--- src/rtl/id_operand_reader_pkg.sv ---
// Shared decode definitions for the ID operand reader: opcodes, the tracked
// register set and its mapping onto the flat register bus.
package id_operand_reader_pkg;

    localparam logic [5:0] OP_RTYPE = 6'b000000;
    localparam logic [5:0] OP_LW    = 6'b100011;
    localparam logic [5:0] OP_ADDI  = 6'b001000;
    localparam logic [5:0] OP_SW    = 6'b101011;
    localparam logic [5:0] OP_BEQ   = 6'b000100;

    localparam logic [4:0] REG_T0 = 5'd8;
    localparam logic [4:0] REG_T1 = 5'd9;
    localparam logic [4:0] REG_T2 = 5'd10;
    localparam logic [4:0] REG_T3 = 5'd11;
    localparam logic [4:0] REG_T4 = 5'd12;
    localparam logic [4:0] REG_T5 = 5'd13;
    localparam logic [4:0] REG_S0 = 5'd16;
    localparam logic [4:0] REG_S1 = 5'd17;
    localparam logic [4:0] REG_S2 = 5'd18;
    localparam logic [4:0] REG_S3 = 5'd19;
    localparam logic [4:0] REG_S4 = 5'd20;
    localparam logic [4:0] REG_S5 = 5'd21;

    localparam int NUM_TRACKED = 12;

    // Position in this table is the slice number k on the register bus.
    localparam logic [4:0] TRACKED_IDX [NUM_TRACKED] = '{
        REG_T0, REG_T1, REG_T2, REG_T3, REG_T4, REG_T5,
        REG_S0, REG_S1, REG_S2, REG_S3, REG_S4, REG_S5
    };

    typedef struct packed {
        logic       uses_rs;
        logic       uses_rt;
        logic       has_dest;
        logic [4:0] rs;
        logic [4:0] rt;
        logic [4:0] dest;
    } decode_t;

    function automatic logic is_tracked(input logic [4:0] idx);
        logic hit;
        hit = 1'b0;
        for (int i = 0; i < NUM_TRACKED; i++) begin
            if (TRACKED_IDX[i] == idx) hit = 1'b1;
        end
        return hit;
    endfunction

    function automatic logic [3:0] reg_slice(input logic [4:0] idx);
        logic [3:0] k;
        k = '0;
        for (int i = 0; i < NUM_TRACKED; i++) begin
            if (TRACKED_IDX[i] == idx) k = 4'(i);
        end
        return k;
    endfunction

    function automatic decode_t decode(input logic [31:0] instr);
        decode_t d;
        d    = '0;
        d.rs = instr[25:21];
        d.rt = instr[20:16];
        case (instr[31:26])
            OP_RTYPE: begin
                d.uses_rs  = 1'b1;
                d.uses_rt  = 1'b1;
                d.has_dest = 1'b1;
                d.dest     = instr[15:11];
            end
            OP_LW, OP_ADDI: begin
                d.uses_rs  = 1'b1;
                d.has_dest = 1'b1;
                d.dest     = instr[20:16];
            end
            OP_SW, OP_BEQ: begin
                d.uses_rs = 1'b1;
                d.uses_rt = 1'b1;
            end
            default: ;
        endcase
        return d;
    endfunction

endpackage

--- src/rtl/id_operand_reader_if.sv ---
// IF->ID instruction handshake and ID->EX operand bundle handshake.
interface id_operand_reader_if #(
    parameter int DATA_W = 32
) ();
    logic [31:0]       if_instruction;
    logic              if_valid;
    logic              if_ready;
    logic              id_valid;
    logic              ex_ready;
    logic [31:0]       id_instruction;
    logic [DATA_W-1:0] rs_data;
    logic [DATA_W-1:0] rt_data;
    logic [DATA_W-1:0] imm_ext;
    logic [4:0]        id_dest;

    modport master (
        input  if_instruction, if_valid, ex_ready,
        output if_ready, id_valid, id_instruction, rs_data, rt_data, imm_ext, id_dest
    );

    modport slave (
        output if_instruction, if_valid, ex_ready,
        input  if_ready, id_valid, id_instruction, rs_data, rt_data, imm_ext, id_dest
    );
endinterface

--- src/rtl/id_operand_reader_reg_scoreboard.sv ---
// Per-register saturating count of issued-but-not-retired writes, with
// operand-ready and destination-saturated queries.
module reg_scoreboard
    import id_operand_reader_pkg::*;
#(
    parameter int PEND_W = 2
) (
    input  logic       clk,
    input  logic       rst,
    input  logic       inc_i,
    input  logic [4:0] inc_idx_i,
    input  logic       dec_i,
    input  logic [4:0] dec_idx_i,
    input  logic [4:0] rs_idx_i,
    input  logic [4:0] rt_idx_i,
    input  logic [4:0] dst_idx_i,
    output logic       rs_ready_o,
    output logic       rt_ready_o,
    output logic       dst_sat_o
);

    localparam logic [PEND_W-1:0] PEND_MAX = '1;
    localparam logic [PEND_W-1:0] PEND_ONE = PEND_W'(1);

    logic [PEND_W-1:0]      pend_q [NUM_TRACKED];
    logic [PEND_W-1:0]      pend_d [NUM_TRACKED];
    logic [NUM_TRACKED-1:0] inc_hit;
    logic [NUM_TRACKED-1:0] dec_hit;
    logic                   dec_at_zero;

    function automatic logic [PEND_W-1:0] pend_of(input logic [4:0] idx);
        return is_tracked(idx) ? pend_q[reg_slice(idx)] : '0;
    endfunction

    // A write retiring this cycle already shows on the bus, so the last
    // outstanding write to a source does not block it.
    function automatic logic src_ready(input logic [4:0] idx);
        return (pend_of(idx) == '0) ||
               ((pend_of(idx) == PEND_ONE) && dec_i && (dec_idx_i == idx));
    endfunction

    always_comb begin
        inc_hit = '0;
        dec_hit = '0;
        for (int k = 0; k < NUM_TRACKED; k++) begin
            pend_d[k]  = pend_q[k];
            inc_hit[k] = inc_i && is_tracked(inc_idx_i) && (reg_slice(inc_idx_i) == 4'(k));
            dec_hit[k] = dec_i && is_tracked(dec_idx_i) && (reg_slice(dec_idx_i) == 4'(k));
            if (inc_hit[k] && !dec_hit[k] && (pend_q[k] != PEND_MAX)) begin
                pend_d[k] = pend_q[k] + PEND_ONE;
            end else if (dec_hit[k] && !inc_hit[k] && (pend_q[k] != '0)) begin
                pend_d[k] = pend_q[k] - PEND_ONE;
            end
        end
    end

    // NOTE: the counters are individual flops, not a RAM, so an async clear of
    // every entry is cheap and drops all hazard history at once.
    always_ff @(posedge clk or negedge rst) begin
        if (!rst) begin
            for (int k = 0; k < NUM_TRACKED; k++) pend_q[k] <= '0;
        end else begin
            for (int k = 0; k < NUM_TRACKED; k++) pend_q[k] <= pend_d[k];
        end
    end

    assign rs_ready_o = src_ready(rs_idx_i);
    assign rt_ready_o = src_ready(rt_idx_i);
    assign dst_sat_o  = is_tracked(dst_idx_i) && (pend_of(dst_idx_i) == PEND_MAX);

    assign dec_at_zero = dec_i && is_tracked(dec_idx_i) && (pend_of(dec_idx_i) == '0);

    a_no_dec_at_zero: assert property (@(posedge clk) disable iff (!rst) !dec_at_zero);

endmodule

--- src/rtl/id_operand_reader.sv ---
// Decode/operand-fetch stage: classifies the incoming instruction, stalls on
// RAW and scoreboard-full hazards, and registers the operand bundle for EX.
module id_operand_reader
    import id_operand_reader_pkg::*;
#(
    parameter int PEND_W = 2,
    parameter int DATA_W = 32
) (
    input  logic                          clk,
    input  logic                          rst,
    input  logic [NUM_TRACKED*DATA_W-1:0] regs_flat,
    input  logic                          wb_valid,
    input  logic [4:0]                    wb_rd,
    id_operand_reader_if.master           bus
);

    decode_t           dec;
    logic              rs_ready;
    logic              rt_ready;
    logic              dst_sat;
    logic              stall;
    logic              out_free;
    logic              issue;
    logic [DATA_W-1:0] rs_data_d;
    logic [DATA_W-1:0] rt_data_d;
    logic [DATA_W-1:0] imm_ext_d;

    logic              id_valid_q;
    logic [31:0]       id_instruction_q;
    logic [DATA_W-1:0] rs_data_q;
    logic [DATA_W-1:0] rt_data_q;
    logic [DATA_W-1:0] imm_ext_q;
    logic [4:0]        id_dest_q;

    assign dec = decode(bus.if_instruction);

    reg_scoreboard #(
        .PEND_W (PEND_W)
    ) u_scoreboard (
        .clk        (clk),
        .rst        (rst),
        .inc_i      (issue && dec.has_dest),
        .inc_idx_i  (dec.dest),
        .dec_i      (wb_valid),
        .dec_idx_i  (wb_rd),
        .rs_idx_i   (dec.rs),
        .rt_idx_i   (dec.rt),
        .dst_idx_i  (dec.dest),
        .rs_ready_o (rs_ready),
        .rt_ready_o (rt_ready),
        .dst_sat_o  (dst_sat)
    );

    assign stall    = (dec.uses_rs && !rs_ready) ||
                      (dec.uses_rt && !rt_ready) ||
                      (dec.has_dest && dst_sat);
    assign out_free = !id_valid_q || bus.ex_ready;
    assign issue    = bus.if_valid && out_free && !stall;

    // NOTE: each always_comb output is given a default before any branch so
    // no path leaves it unassigned and infers a latch.
    always_comb begin
        rs_data_d = '0;
        rt_data_d = '0;
        if (dec.uses_rs && is_tracked(dec.rs)) begin
            rs_data_d = regs_flat[reg_slice(dec.rs)*DATA_W +: DATA_W];
        end
        if (dec.uses_rt && is_tracked(dec.rt)) begin
            rt_data_d = regs_flat[reg_slice(dec.rt)*DATA_W +: DATA_W];
        end
        imm_ext_d = {{(DATA_W-16){bus.if_instruction[15]}}, bus.if_instruction[15:0]};
    end

    // NOTE: state is written with <= so every register samples pre-edge values.
    always_ff @(posedge clk or negedge rst) begin
        if (!rst) begin
            id_valid_q       <= 1'b0;
            id_instruction_q <= '0;
            rs_data_q        <= '0;
            rt_data_q        <= '0;
            imm_ext_q        <= '0;
            id_dest_q        <= '0;
        end else if (issue) begin
            id_valid_q       <= 1'b1;
            id_instruction_q <= bus.if_instruction;
            rs_data_q        <= rs_data_d;
            rt_data_q        <= rt_data_d;
            imm_ext_q        <= imm_ext_d;
            id_dest_q        <= dec.dest;
        end else if (bus.ex_ready) begin
            id_valid_q       <= 1'b0;
        end
    end

    assign bus.if_ready       = out_free && !stall;
    assign bus.id_valid       = id_valid_q;
    assign bus.id_instruction = id_instruction_q;
    assign bus.rs_data        = rs_data_q;
    assign bus.rt_data        = rt_data_q;
    assign bus.imm_ext        = imm_ext_q;
    assign bus.id_dest        = id_dest_q;

endmodule

--- src/flat_wrapper.sv ---
// flat-port wrapper written by rule: the top's interface ports become plain ports
module id_operand_reader_flat import id_operand_reader_pkg::*;
#(
    parameter int PEND_W = 2,
    parameter int DATA_W = 32
)
  (clk, rst, regs_flat, wb_valid, wb_rd, bus_if_instruction, bus_if_valid, bus_ex_ready, bus_if_ready, bus_id_valid, bus_id_instruction, bus_rs_data, bus_rt_data, bus_imm_ext, bus_id_dest);
  id_operand_reader_if #(.DATA_W(DATA_W)) bus_i ();
  input  logic clk;
  input  logic rst;
  input  logic [NUM_TRACKED*DATA_W-1:0] regs_flat;
  input  logic wb_valid;
  input  logic [4:0] wb_rd;
  input wire logic [$bits(bus_i.if_instruction)-1:0] bus_if_instruction;
  input wire logic [$bits(bus_i.if_valid)-1:0] bus_if_valid;
  input wire logic [$bits(bus_i.ex_ready)-1:0] bus_ex_ready;
  output wire logic [$bits(bus_i.if_ready)-1:0] bus_if_ready;
  output wire logic [$bits(bus_i.id_valid)-1:0] bus_id_valid;
  output wire logic [$bits(bus_i.id_instruction)-1:0] bus_id_instruction;
  output wire logic [$bits(bus_i.rs_data)-1:0] bus_rs_data;
  output wire logic [$bits(bus_i.rt_data)-1:0] bus_rt_data;
  output wire logic [$bits(bus_i.imm_ext)-1:0] bus_imm_ext;
  output wire logic [$bits(bus_i.id_dest)-1:0] bus_id_dest;
  assign bus_i.if_instruction = bus_if_instruction;
  assign bus_i.if_valid = bus_if_valid;
  assign bus_i.ex_ready = bus_ex_ready;
  assign bus_if_ready = bus_i.if_ready;
  assign bus_id_valid = bus_i.id_valid;
  assign bus_id_instruction = bus_i.id_instruction;
  assign bus_rs_data = bus_i.rs_data;
  assign bus_rt_data = bus_i.rt_data;
  assign bus_imm_ext = bus_i.imm_ext;
  assign bus_id_dest = bus_i.id_dest;
  id_operand_reader #(.PEND_W(PEND_W), .DATA_W(DATA_W)) u_core (.clk(clk), .rst(rst), .regs_flat(regs_flat), .wb_valid(wb_valid), .wb_rd(wb_rd), .bus(bus_i));
endmodule
--- config.mk ---
export PLATFORM = sky130hd
export DESIGN_NAME = id_operand_reader_flat
export DESIGN_NICKNAME = d
export VERILOG_FILES = /design/src/rtl/id_operand_reader_pkg.sv /design/src/rtl/id_operand_reader_if.sv /design/src/rtl/id_operand_reader_reg_scoreboard.sv /design/src/rtl/id_operand_reader.sv /design/src/flat_wrapper.sv
export SDC_FILE = /design/constraint.sdc
export NUM_CORES = 1
export LEC_CHECK = 0
export ABC_AREA = 1
export CORE_MARGIN = 3
export CORE_UTILIZATION = 25
export CTS_CLUSTER_DIAMETER = 100
export DETAILED_ROUTE_END_ITERATION = 10
export GPL_TIMING_DRIVEN = 0
export HOLD_SLACK_MARGIN = 0.15
export PLACE_DENSITY_LB_ADDON = 0.08
export RECOVER_POWER = 50
export SLEW_MARGIN = 20
export SYNTH_ARGS = -nofsm -noshare
export SYNTH_HDL_FRONTEND = slang
export SYNTH_SLANG_ARGS = --single-unit
--- constraint.sdc ---
create_clock -name clk -period 6.6 [get_ports clk]
set_input_delay 1.65 -clock clk [delete_from_list [all_inputs] [get_ports clk]]
set_output_delay 1.65 -clock clk [all_outputs]
set_load 0.01 [all_outputs]
Word-level counts from Yosys, hierarchy flattened:

Index checks and enable logic that the tools add are counted.

* add/sub/neg operators: 24
* $lt $le $gt $ge: 3
* eq/ne operators: 91
* shifts and indexed selects: 2
* muxes and demuxes: 138
* bitwise operators: 3
* reduce and logical (&&, ||, !) cells: 155

Operators with widths (count)
* $shiftx A384 B10 Y32: 2
* $mux W4: 36
* $eq A4 B5 Y1 const A: 24
* $eq A5 B5 Y1 const A: 24
* $logic_and A1 B1 Y1: 88
* $mux W2: 35
* $mux W32: 2
* $mux W1: 57
* $reduce_bool A2 Y1: 25
* $eq A4 B3 Y1 const B: 8
* $eq A4 B4 Y1 const B: 8
* $logic_not A1 Y1: 28
* $add A2 B1 Y2 const B: 12
* $bmux W2 S4: 3
* $ne A2 B2 Y1 const B: 12
* $sub A2 B1 Y2 const B: 12
* $eq A4 B2 Y1 const B: 4
* $ge A5 B5 Y1 const B: 3
* $not A4 Y5: 3
* $eq A6 B6 Y1 const B: 2
* $mux W3: 4
* $eq A5 B5 Y1: 2
* $pmux W5 S2: 1
* $eq A4 B1 Y1 const B: 2
* other kinds (11): 19

* flip-flop bits (word level): 142
* input port bits: 426

Logic depth before layout (Yosys ltp):

Gate-level depths: netlist of the first run.

* depth after elaboration: 35
* mapped depth: 26
* gate-level depth less buffers: 24

By module:

From an unflattened synthesis of the first run, not the netlist that was laid out.

* cells, all modules: 2825
* area total of the unflattened synthesis: 15471.1 µm²

By module, submodules not included
* id_operand_reader: times used 1, cells an instance 2331, area each 12609.6 µm², seq. area each 2552.4 µm²
* reg_scoreboard: times used 1, cells an instance 494, area each 2861.5 µm², seq. area each 600.6 µm²

Worst setup path after synthesis of the first run:

OpenSTA, ideal clock, no wires.

* kind: input-to-output
* from: input bus_if_instruction[27]
* to: output bus_if_ready
* data arrival time: 3.255 ns
* data required time: 4.950 ns
* slack: 1.695 ns
* cell stages on the path: 18
* cell sequence: nor2_2 > nand3_4 > nor2_1 > inv_1 > nand2_1 > nand2_2 > nand2_2 > nand3_4 > buf_6 > nand2_1 > nand2_1 > nand2_1 > nand2_1 > nand2_1 > nand2_1 > nor2_1 > nand2_2 > and2_1

* longest elaborated chain between the ends: 26
* elaborated cells on any way between the ends: 62
* those cells by class: 17 x eq/ne; 31 x mux; 1 x bitwise; 13 x reduce/logical

Ends and longest elaborated chain
* from (decl): RTL line flat_wrapper.sv:14 `input wire logic [$bits(bus_i.if_instruction)-1:0] bus_if_instruction;`
* $eq A6 B6 Y1 / $eq A6 B4 Y1 (equally long branches): RTL line id_operand_reader_pkg.sv:64 `case (instr[31:26])`
* $reduce_or A2 Y1
* $pmux W5 S2: RTL line id_operand_reader_pkg.sv:64
* $eq A4 B5 Y1: RTL line id_operand_reader_pkg.sv:45, id_operand_reader_pkg.sv:54
* $mux W1: RTL line id_operand_reader_pkg.sv:54 `if (TRACKED_IDX[i] == idx) k = 4'(i);`
* $mux W4 (10 in series): RTL line id_operand_reader_pkg.sv:54
* $not A4 Y5 (not written as such): RTL line id_operand_reader_reg_scoreboard.sv:32 `return is_tracked(idx) ? pend_q[reg_slice(idx)] : '0;`
* $bmux W2 S4: RTL line id_operand_reader_reg_scoreboard.sv:32
* $mux W2 (not written as such) (2 in series): RTL line id_operand_reader_reg_scoreboard.sv:32
* $mux W2: RTL line id_operand_reader_reg_scoreboard.sv:32
* $eq A2 B2 Y1: RTL line id_operand_reader_reg_scoreboard.sv:69 `assign dst_sat_o = is_tracked(dst_idx_i) && (pend_of(dst_idx_i) == PEND_MAX);`
* $logic_and A1 B1 Y1: RTL line id_operand_reader_reg_scoreboard.sv:69
* $logic_and A1 B1 Y1: RTL line id_operand_reader.sv:56 `(dec.has_dest && dst_sat);`
* $logic_or A1 B1 Y1 *: RTL line id_operand_reader.sv:55 `(dec.uses_rt && !rt_ready) ||`
* $logic_not A1 Y1 *: RTL line id_operand_reader.sv:95 `assign bus.if_ready = out_free && !stall;`
* $logic_and A1 B1 Y1 *: RTL line id_operand_reader.sv:95
* to (decl): RTL line flat_wrapper.sv:17 `output wire logic [$bits(bus_i.if_ready)-1:0] bus_if_ready;`

Mark *: on every way between the ends. The rest lies on a longest branch, timed or not. The select of a mux whose other input is x is not followed.

Final worst setup path of the first run:

* from: input bus_if_instruction[20]
* to: output bus_if_ready

* longest elaborated chain between the ends: 27
* elaborated cells on any way between the ends: 96
* those cells by class: 27 x eq/ne; 55 x mux; 2 x bitwise; 12 x reduce/logical

Ends and longest elaborated chain
* $eq A4 B5 Y1: RTL line id_operand_reader_pkg.sv:45, id_operand_reader_pkg.sv:54
* $mux W1: RTL line id_operand_reader_pkg.sv:54
* $mux W4: RTL line id_operand_reader_pkg.sv:54
* $mux W4 (4 in series)
* $mux W4: RTL line id_operand_reader_pkg.sv:54
* $mux W4
* $mux W4 (3 in series): RTL line id_operand_reader_pkg.sv:54
* $not A4 Y5 (not written as such): RTL line id_operand_reader_reg_scoreboard.sv:32
* (+5 left out)
* $logic_and A1 B1 Y1 (2 in series): RTL line id_operand_reader_reg_scoreboard.sv:39 `((pend_of(idx) == PEND_ONE) && dec_i && (dec_idx_i == idx));`
* $logic_or A1 B1 Y1: RTL line id_operand_reader_reg_scoreboard.sv:38 `return (pend_of(idx) == '0) ||`
* $logic_not A1 Y1: RTL line id_operand_reader.sv:55
* $logic_and A1 B1 Y1: RTL line id_operand_reader.sv:55
* $logic_or A1 B1 Y1: RTL line id_operand_reader.sv:54 `assign stall = (dec.uses_rs && !rs_ready) ||`
* $logic_or A1 B1 Y1 *: RTL line id_operand_reader.sv:55
* $logic_not A1 Y1 *: RTL line id_operand_reader.sv:95
* $logic_and A1 B1 Y1 *: RTL line id_operand_reader.sv:95

Marks and branches as above.

==> metrics.txt, run 1 <==
Final Core Density about two fifths; CP Launch Type input pin; crit-path max cell delay 650 ps; DRT antenna net count 0; GRT Total Usage ~36%; register area share after synthesis 22.91%; latest clock arrival within the worst-skew pair 510 ps; met3 Use GR 11.40%; Synth Cell Area between 10000 and 15000 sq um; Final Routed Wirelength 107200 microns; Worst Hold Class reg -> reg; Area Overhead vs Synth 52.37%; worst path required time 4950 ps; post-synthesis area per instance 6.165 sq um; CP arrival 4840 ps; Unique masters post-synth 49; clock sink count 126; final slew viol count 56; Residual DRC 0; Crit Path Max Fanout 10; leakage power 8.916 nW; worst r2r src u_core.u_scoreboard.pend_q[8]$_DFFE_PN0P_; largest net degree at the start of global routing 72; Yosys reg bits between 100 and 150; CTS H-Tree Depth 4; asr flop ratio synth 100.0%; CP most frequent cell nand3_1; Slew @ Worst Pin approximately 4100 ps; I/O pin total 561; nets roughly 3200; Placement Rows 85; Worst-path clk slew 70 ps; ranking of synthesized cells by area dfrtp_1 23%, nand2_1 20%, a21oi_1 8.0%, a32o_1 7.6%, o21ai_0 7.5%; first-pass GRT wire length 145800 microns; Die Area 57890 sq um; failing checks capacitance limit, slew limit; clk_skew 20.72 ps; M2 GR Usage 53.46%; M1 GR Usage 46.21%; Crit. Startpoint bus_if_instruction[20]; Cell Pwr Density 161.4 nW/um^2; Starting Density 25.42%; Post-synth EDFFs 0; vias per cell a little under 6; WL/cell 30.17 microns; worst-path cell with the longest stage delay clkdlybuf4s50_1; most common library cells after synthesis 737 x nand2_1, 220 x a21oi_1, 207 x o21ai_0; Detailed Routing Iterations Pass 1 7; layout cells sized above 1 roughly 5.5%; Cells after Synth 2232; grt total ovfl 0; Die Y 240.6 microns; CTS tree done; initial antenna violation count 36; cell taking the most area after synthesis dfrtp_1; final hold vios 0; f_max ~0.15 GHz; cell-by-cell trace of the critical path clkdlybuf4s50_1 -> inv_2 -> nand2_1 -> o22ai_1 -> inv_1 -> clkbuf_2 -> o211ai_1 -> nand3_1 -> nand3_1 -> nand3_1 -> nand2_1 -> nor2_1 -> and2_1 -> clkdlybuf4s50_1; Synthesis Warnings 0; Final Setup Violations 0; fin crit share 98.27%; most instantiated library cell after synthesis nand2_1; Root Driver clkbuf_16; Final Critical Period roughly 6500 ps; power consumption 3.383 mW; RSZ-0062 raised after global routing false; Die X 240.6 microns; critical path's top delay family buffers and inverters; outcome finished, violations left; maximum VDD drop about 0.00023 V; dpl cell area 20250 sq um; Initial DRC Count approximately 2800; clock buffer depth 2; Synth top area share 22.91%; slew margin rel. -173.7%; vias in the first global route between 15000 and 20000; DP HPWL 84100 microns; Port Buf Inserts 558; Hold Slack between 400 and 500 ps; critical path capture point type output pin; post-route cell area 20970 sq um; GRT busiest layer met2; Hold Startpoint u_core.bus.id_dest[1]$_DFFE_PN0P_; max_cap viols 1; hold buffer count at CTS 0; syn_nets 2658; WS Path Type in -> out; CORE AREA 54130 sq um; Synth Flop Type dfrtp_1; CTS buffer count 17; Worst Path Buf+Inv 5; Via Count 20630; Final GP Congestion 0.9706
-- worst min-delay path, delay by kind of cell (launching register included) --
family	cells	cell delay, ps
simple gates	1	50
flops	1	340
compound gates	1	60
-- layout by cell type, fill, tap and decap left out, types with 4 or more instances in the layout --
cell type	netlist	routed
inv_6	0	4
buf_4	34	36
nand3b_1	12	12
or2_2	10	10
o21bai_1	33	33
inv_1	137	137
clkdlybuf4s50_1	0	488
buf_1	18	18
o22ai_1	6	6
dfrtp_1	126	126
o41ai_1	41	41
a21oi_1	220	219
clkbuf_16	0	17
a31oi_1	10	10
dlygate4sd3_1	0	67
and3_1	20	20
nand2_2	6	7
nor4_1	8	8
nor2_1	78	77
clkbuf_1	138	136
buf_2	27	27
a22o_1	10	10
nand4_1	37	37
a32o_1	104	104
o21ai_0	207	207
o211ai_1	68	68
nand3_1	80	80
nand2_1	737	736
nor3_1	12	12
inv_2	7	7
diode_2	0	33
nand4_2	11	11
-- report_power, final --
part | internal [mW] | switching (mW) | total, mW
combinational | 0.625 | 0.829 | 1.45
sequential | 0.821 | 0.0440 | 0.865
clock | 0.598 | 0.466 | 1.06
total | 2.04 | 1.34 | 3.38
-- final timing paths --
check                                                endpoint  slack [ps]  cells past startpoint
max reg2reg                u_core.bus.rt_data[27]$_DFFE_PN0P_        3380                     12
min                         u_core.bus.id_dest[1]$_DFFE_PN0P_         480                      2
min in group asynchronous   u_core.bus.rt_data[9]$_DFFE_PN0P_        2560                      1
max in group asynchronous  u_core.bus.rt_data[23]$_DFFE_PN0P_        1670                      1
min reg2reg                 u_core.bus.id_dest[1]$_DFFE_PN0P_         480                      2
max                                              bus_if_ready         110                     14
-- per-layer routing --
| layer | share of wire, % | vias to the layer above |
|---|---|---|
| li1 | - | 8956 |
| met1 | 40 | 9874 |
| met2 | 44 | 1533 |
| met3 | 12 | 251 |
| met4 | 4.5 | 16 |
| met5 | 0.086 | - |
-- metrics by stage --
step                setup TNS, ps  cells  worst slack, ps
global placement          -281100   3486            -2244
CTS                             0   3520            97.49
finish                          0   3553            114.5
detailed placement         -883.7   3487           -698.7
floorplan                       0   2232             1695
global route                    0   3543            18.71
-- repair_timing --
item | CTS | global route
resized for setup | 5 | 7
endpoints found under the setup margin | 1 | 1
setup buffers | 2 | 0
pin swaps | 1 | 0
-- flip-flops by register name, indices dropped and copies added, names as in the netlist --
name                        flops
u_core.bus.id_valid             1
u_core.bus.rs_data             32
u_core.bus.rt_data             32
u_core.bus.id_dest              5
u_core.bus.imm_ext             15
u_core.u_scoreboard.pend_q     24
u_core.bus.id_instruction      17
-- area by class of cell --
type / count / area [sq um]
sequential: 126 / 3153
clock inverter: 14 / 182.7
timing repair buffer: 561 / 5627
antenna: 33 / 82.58
clock buffer: 17 / 425.4
buffer: 221 / 1028
inverter: 145 / 544.3
multi-input combinational: 1740 / 9054
fill: 5806 / 33170
tap: 696 / 870.8
-- logic make-up after synthesis --
| group | share of synthesized area, % |
|---|---|
| flops | 22.91 |
| xor+xnor | 0.1273 |
| simple gates | 32.00 |
| buf+inv | 11.40 |
| compound gates | 33.56 |
No activity file was read; power rests on OpenSTA's default activity.
==> run 2: changes to the inputs <==
Settings changed: RECOVER_POWER 50 to default.
==> run 2 against run 1 <==
The run now ends clean. Global-route usage unchanged. Clock power barely moved. First-iteration DRC count is 3.2% lower. Maximum frequency is 0.71% lower. Non-clock buffer count unchanged. Power is 0.39% higher. Sequential power is essentially flat. Die area is the same. Core utilization about the same. Combinational power barely moved.
==> metrics.txt, run 2 (synthesized netlist as in run 1, its figures left out) <==
maximum VDD drop 0.0002240 V; Residual DRC 0; dpl cells 3487; Port Buf Inserts 558; Cell Pwr Density 161.9 nW/um^2; Int Pwr 2.055 mW; final slew viol count 0; WS Path Type in -> out; CTS buffer count 17; Detailed Routing Iterations Pass 1 7; nets 3238; critical path's top delay family buffers and inverters; layout cells sized above 1 5.489%; Area Overhead vs Synth 52.44%; clk_skew between 20 and 25 ps; Via Count 20560; Slew @ Worst Pin 1115 ps; final hold vios 0; fin crit share just under 100%; CTS tree done; GRT Total Usage 35.60%; pre-CTS setup slack -698.7 ps; vias in the first global route just under 20000; Final GP Congestion 0.9706; RSZ-0062 raised after global routing false; Worst-path clk slew 70 ps; Starting Density 25.42%; initial antenna violation count 36; worst path required time 4950 ps; met3 wire len 12400 microns; outcome complete, no violations; first-pass GRT wire length 145800 microns; CP arrival 4880 ps; leakage power 8.744 nW; vias per cell 5.788; latest clock arrival within the worst-skew pair 510 ps; Hold Slack 483.2 ps; largest net degree at the start of global routing 72; Final Critical Period 6532 ps; Die Y 240.6 microns; clock buffer depth 2; Die Area 57890 sq um; Die X 240.6 microns; commonest non-fill, non-tap cells in the layout 736 x nand2_1, 555 x clkdlybuf4s50_1, 219 x a21oi_1; slew margin rel. 25.64%; f_max ~0.15 GHz; non-filler cells, final about 3600; Worst Hold Class reg -> reg; CORE AREA 54130 sq um; Root Driver clkbuf_16; clock sink count 126; grt total ovfl 0; DP HPWL about 84000 microns; DRT antenna net count 0; max_cap viols 0; Initial DRC Count 2693; Switch Pwr around 1.3 mW; Final Setup Violations 0; cell-by-cell trace of the critical path clkdlybuf4s50_1 -> inv_2 -> nand2_1 -> o22ai_1 -> inv_1 -> clkbuf_2 -> o211ai_1 -> nand3_1 -> nand3_1 -> nand3_1 -> nand2_1 -> nor2_1 -> and2_1 -> clkdlybuf4s50_1; Logic pwr share 43.2%; hold buffer count at CTS 0; commonest non-fill, non-tap cell in the layout nand2_1; CP Launch Type input pin; CP most frequent cell nand3_1; worst-path cell with the longest stage delay clkdlybuf4s50_1; DRT met1 WL 42950 microns; TNS Setup 0 ps; Final Routed Wirelength 107100 microns; WL/cell 30.16 microns; Clk network pwr share 31.3%; top sig layer met5; Crit Path Max Fanout 10; Flop pwr share 25.5%; Worst Path Buf+Inv 5; I/O pin total 561; critical path capture point type output pin; power consumption 3.397 mW; Worst Slack Setup Final 68.28 ps; CTS H-Tree Depth 4; WL met2 ~47000 microns; switch share 39.49%; Placement Rows 85; crit-path max cell delay 660 ps
==> run 2: timing repair <==
action	CTS	global route
cloned	0	0
pin swaps	1	0
buffers inserted	2	0
setup endpoints to repair	1	1
gates resized for setup	5	7
==> run 2: routing by layer <==
| metal | GRT usage [%] | up-vias |
|---|---|---|
| met5 | 0 | - |
| li1 | - | 8960 |
| met2 | 53.46 | 1517 |
| met3 | 11.40 | 262 |
| met4 | 17.14 | 18 |
| met1 | 46.21 | 9803 |
==> run 2: power groups by stage <==
stage                     clock network (mW)  logic (mW)  registers [mW]
final                                   1.06        1.47           0.866
after detailed placement                   0        1.42           0.880
after floorplan                            0       0.583           0.890
after global placement                     0        1.41           0.879
after CTS                               1.09        1.43           0.866
after global routing                    1.12        1.53           0.872
==> run 2: layout make-up <==
type	instances	area, sq um
fillers	5806	33160
multi-input cells	1740	9054
repair buffers	561	5638
flip-flops and latches	126	3153
plain buffers	221	1028
well taps	696	870.8
inverters	145	544.3
clock buffers	17	425.4
clock inverters	14	182.7
diodes	32	80.08
==> run 2: metrics by stage <==
| stage | utilization [%] | instance area, sq um |
|---|---|---|
| floorplan | - | 13760 |
| global placement | 37.35 | 20220 |
| detailed placement | 37.41 | 20250 |
| CTS | 38.59 | 20890 |
| global route | 38.71 | 20950 |
| finish | 38.75 | 20980 |
==> run 2: final timing paths <==
path | start | to | slack (ps) | cells after the start
max in group asynchronous | rst | u_core.u_scoreboard.pend_q[4]$_DFFE_PN0P_ | 4760 | 2
hold / removal | u_core.bus.rs_data[4]$_DFFE_PN0P_ | u_core.bus.rs_data[4]$_DFFE_PN0P_ | 480 | 2
min in group asynchronous | rst | u_core.bus.rt_data[9]$_DFFE_PN0P_ | 1030 | 1
hold reg to reg | u_core.bus.rs_data[4]$_DFFE_PN0P_ | u_core.bus.rs_data[4]$_DFFE_PN0P_ | 480 | 2
setup / recovery | bus_if_instruction[20] | bus_if_ready | 70 | 14
setup reg to reg | u_core.u_scoreboard.pend_q[1]$_DFFE_PN0P_ | u_core.bus.rt_data[25]$_DFFE_PN0P_ | 3330 | 12
==> run 2: worst min-delay path, cell delays in order (launching register included) <==
cell and delay, ps:
dfrtp_1 340, nand2_1 60, o41ai_1 50
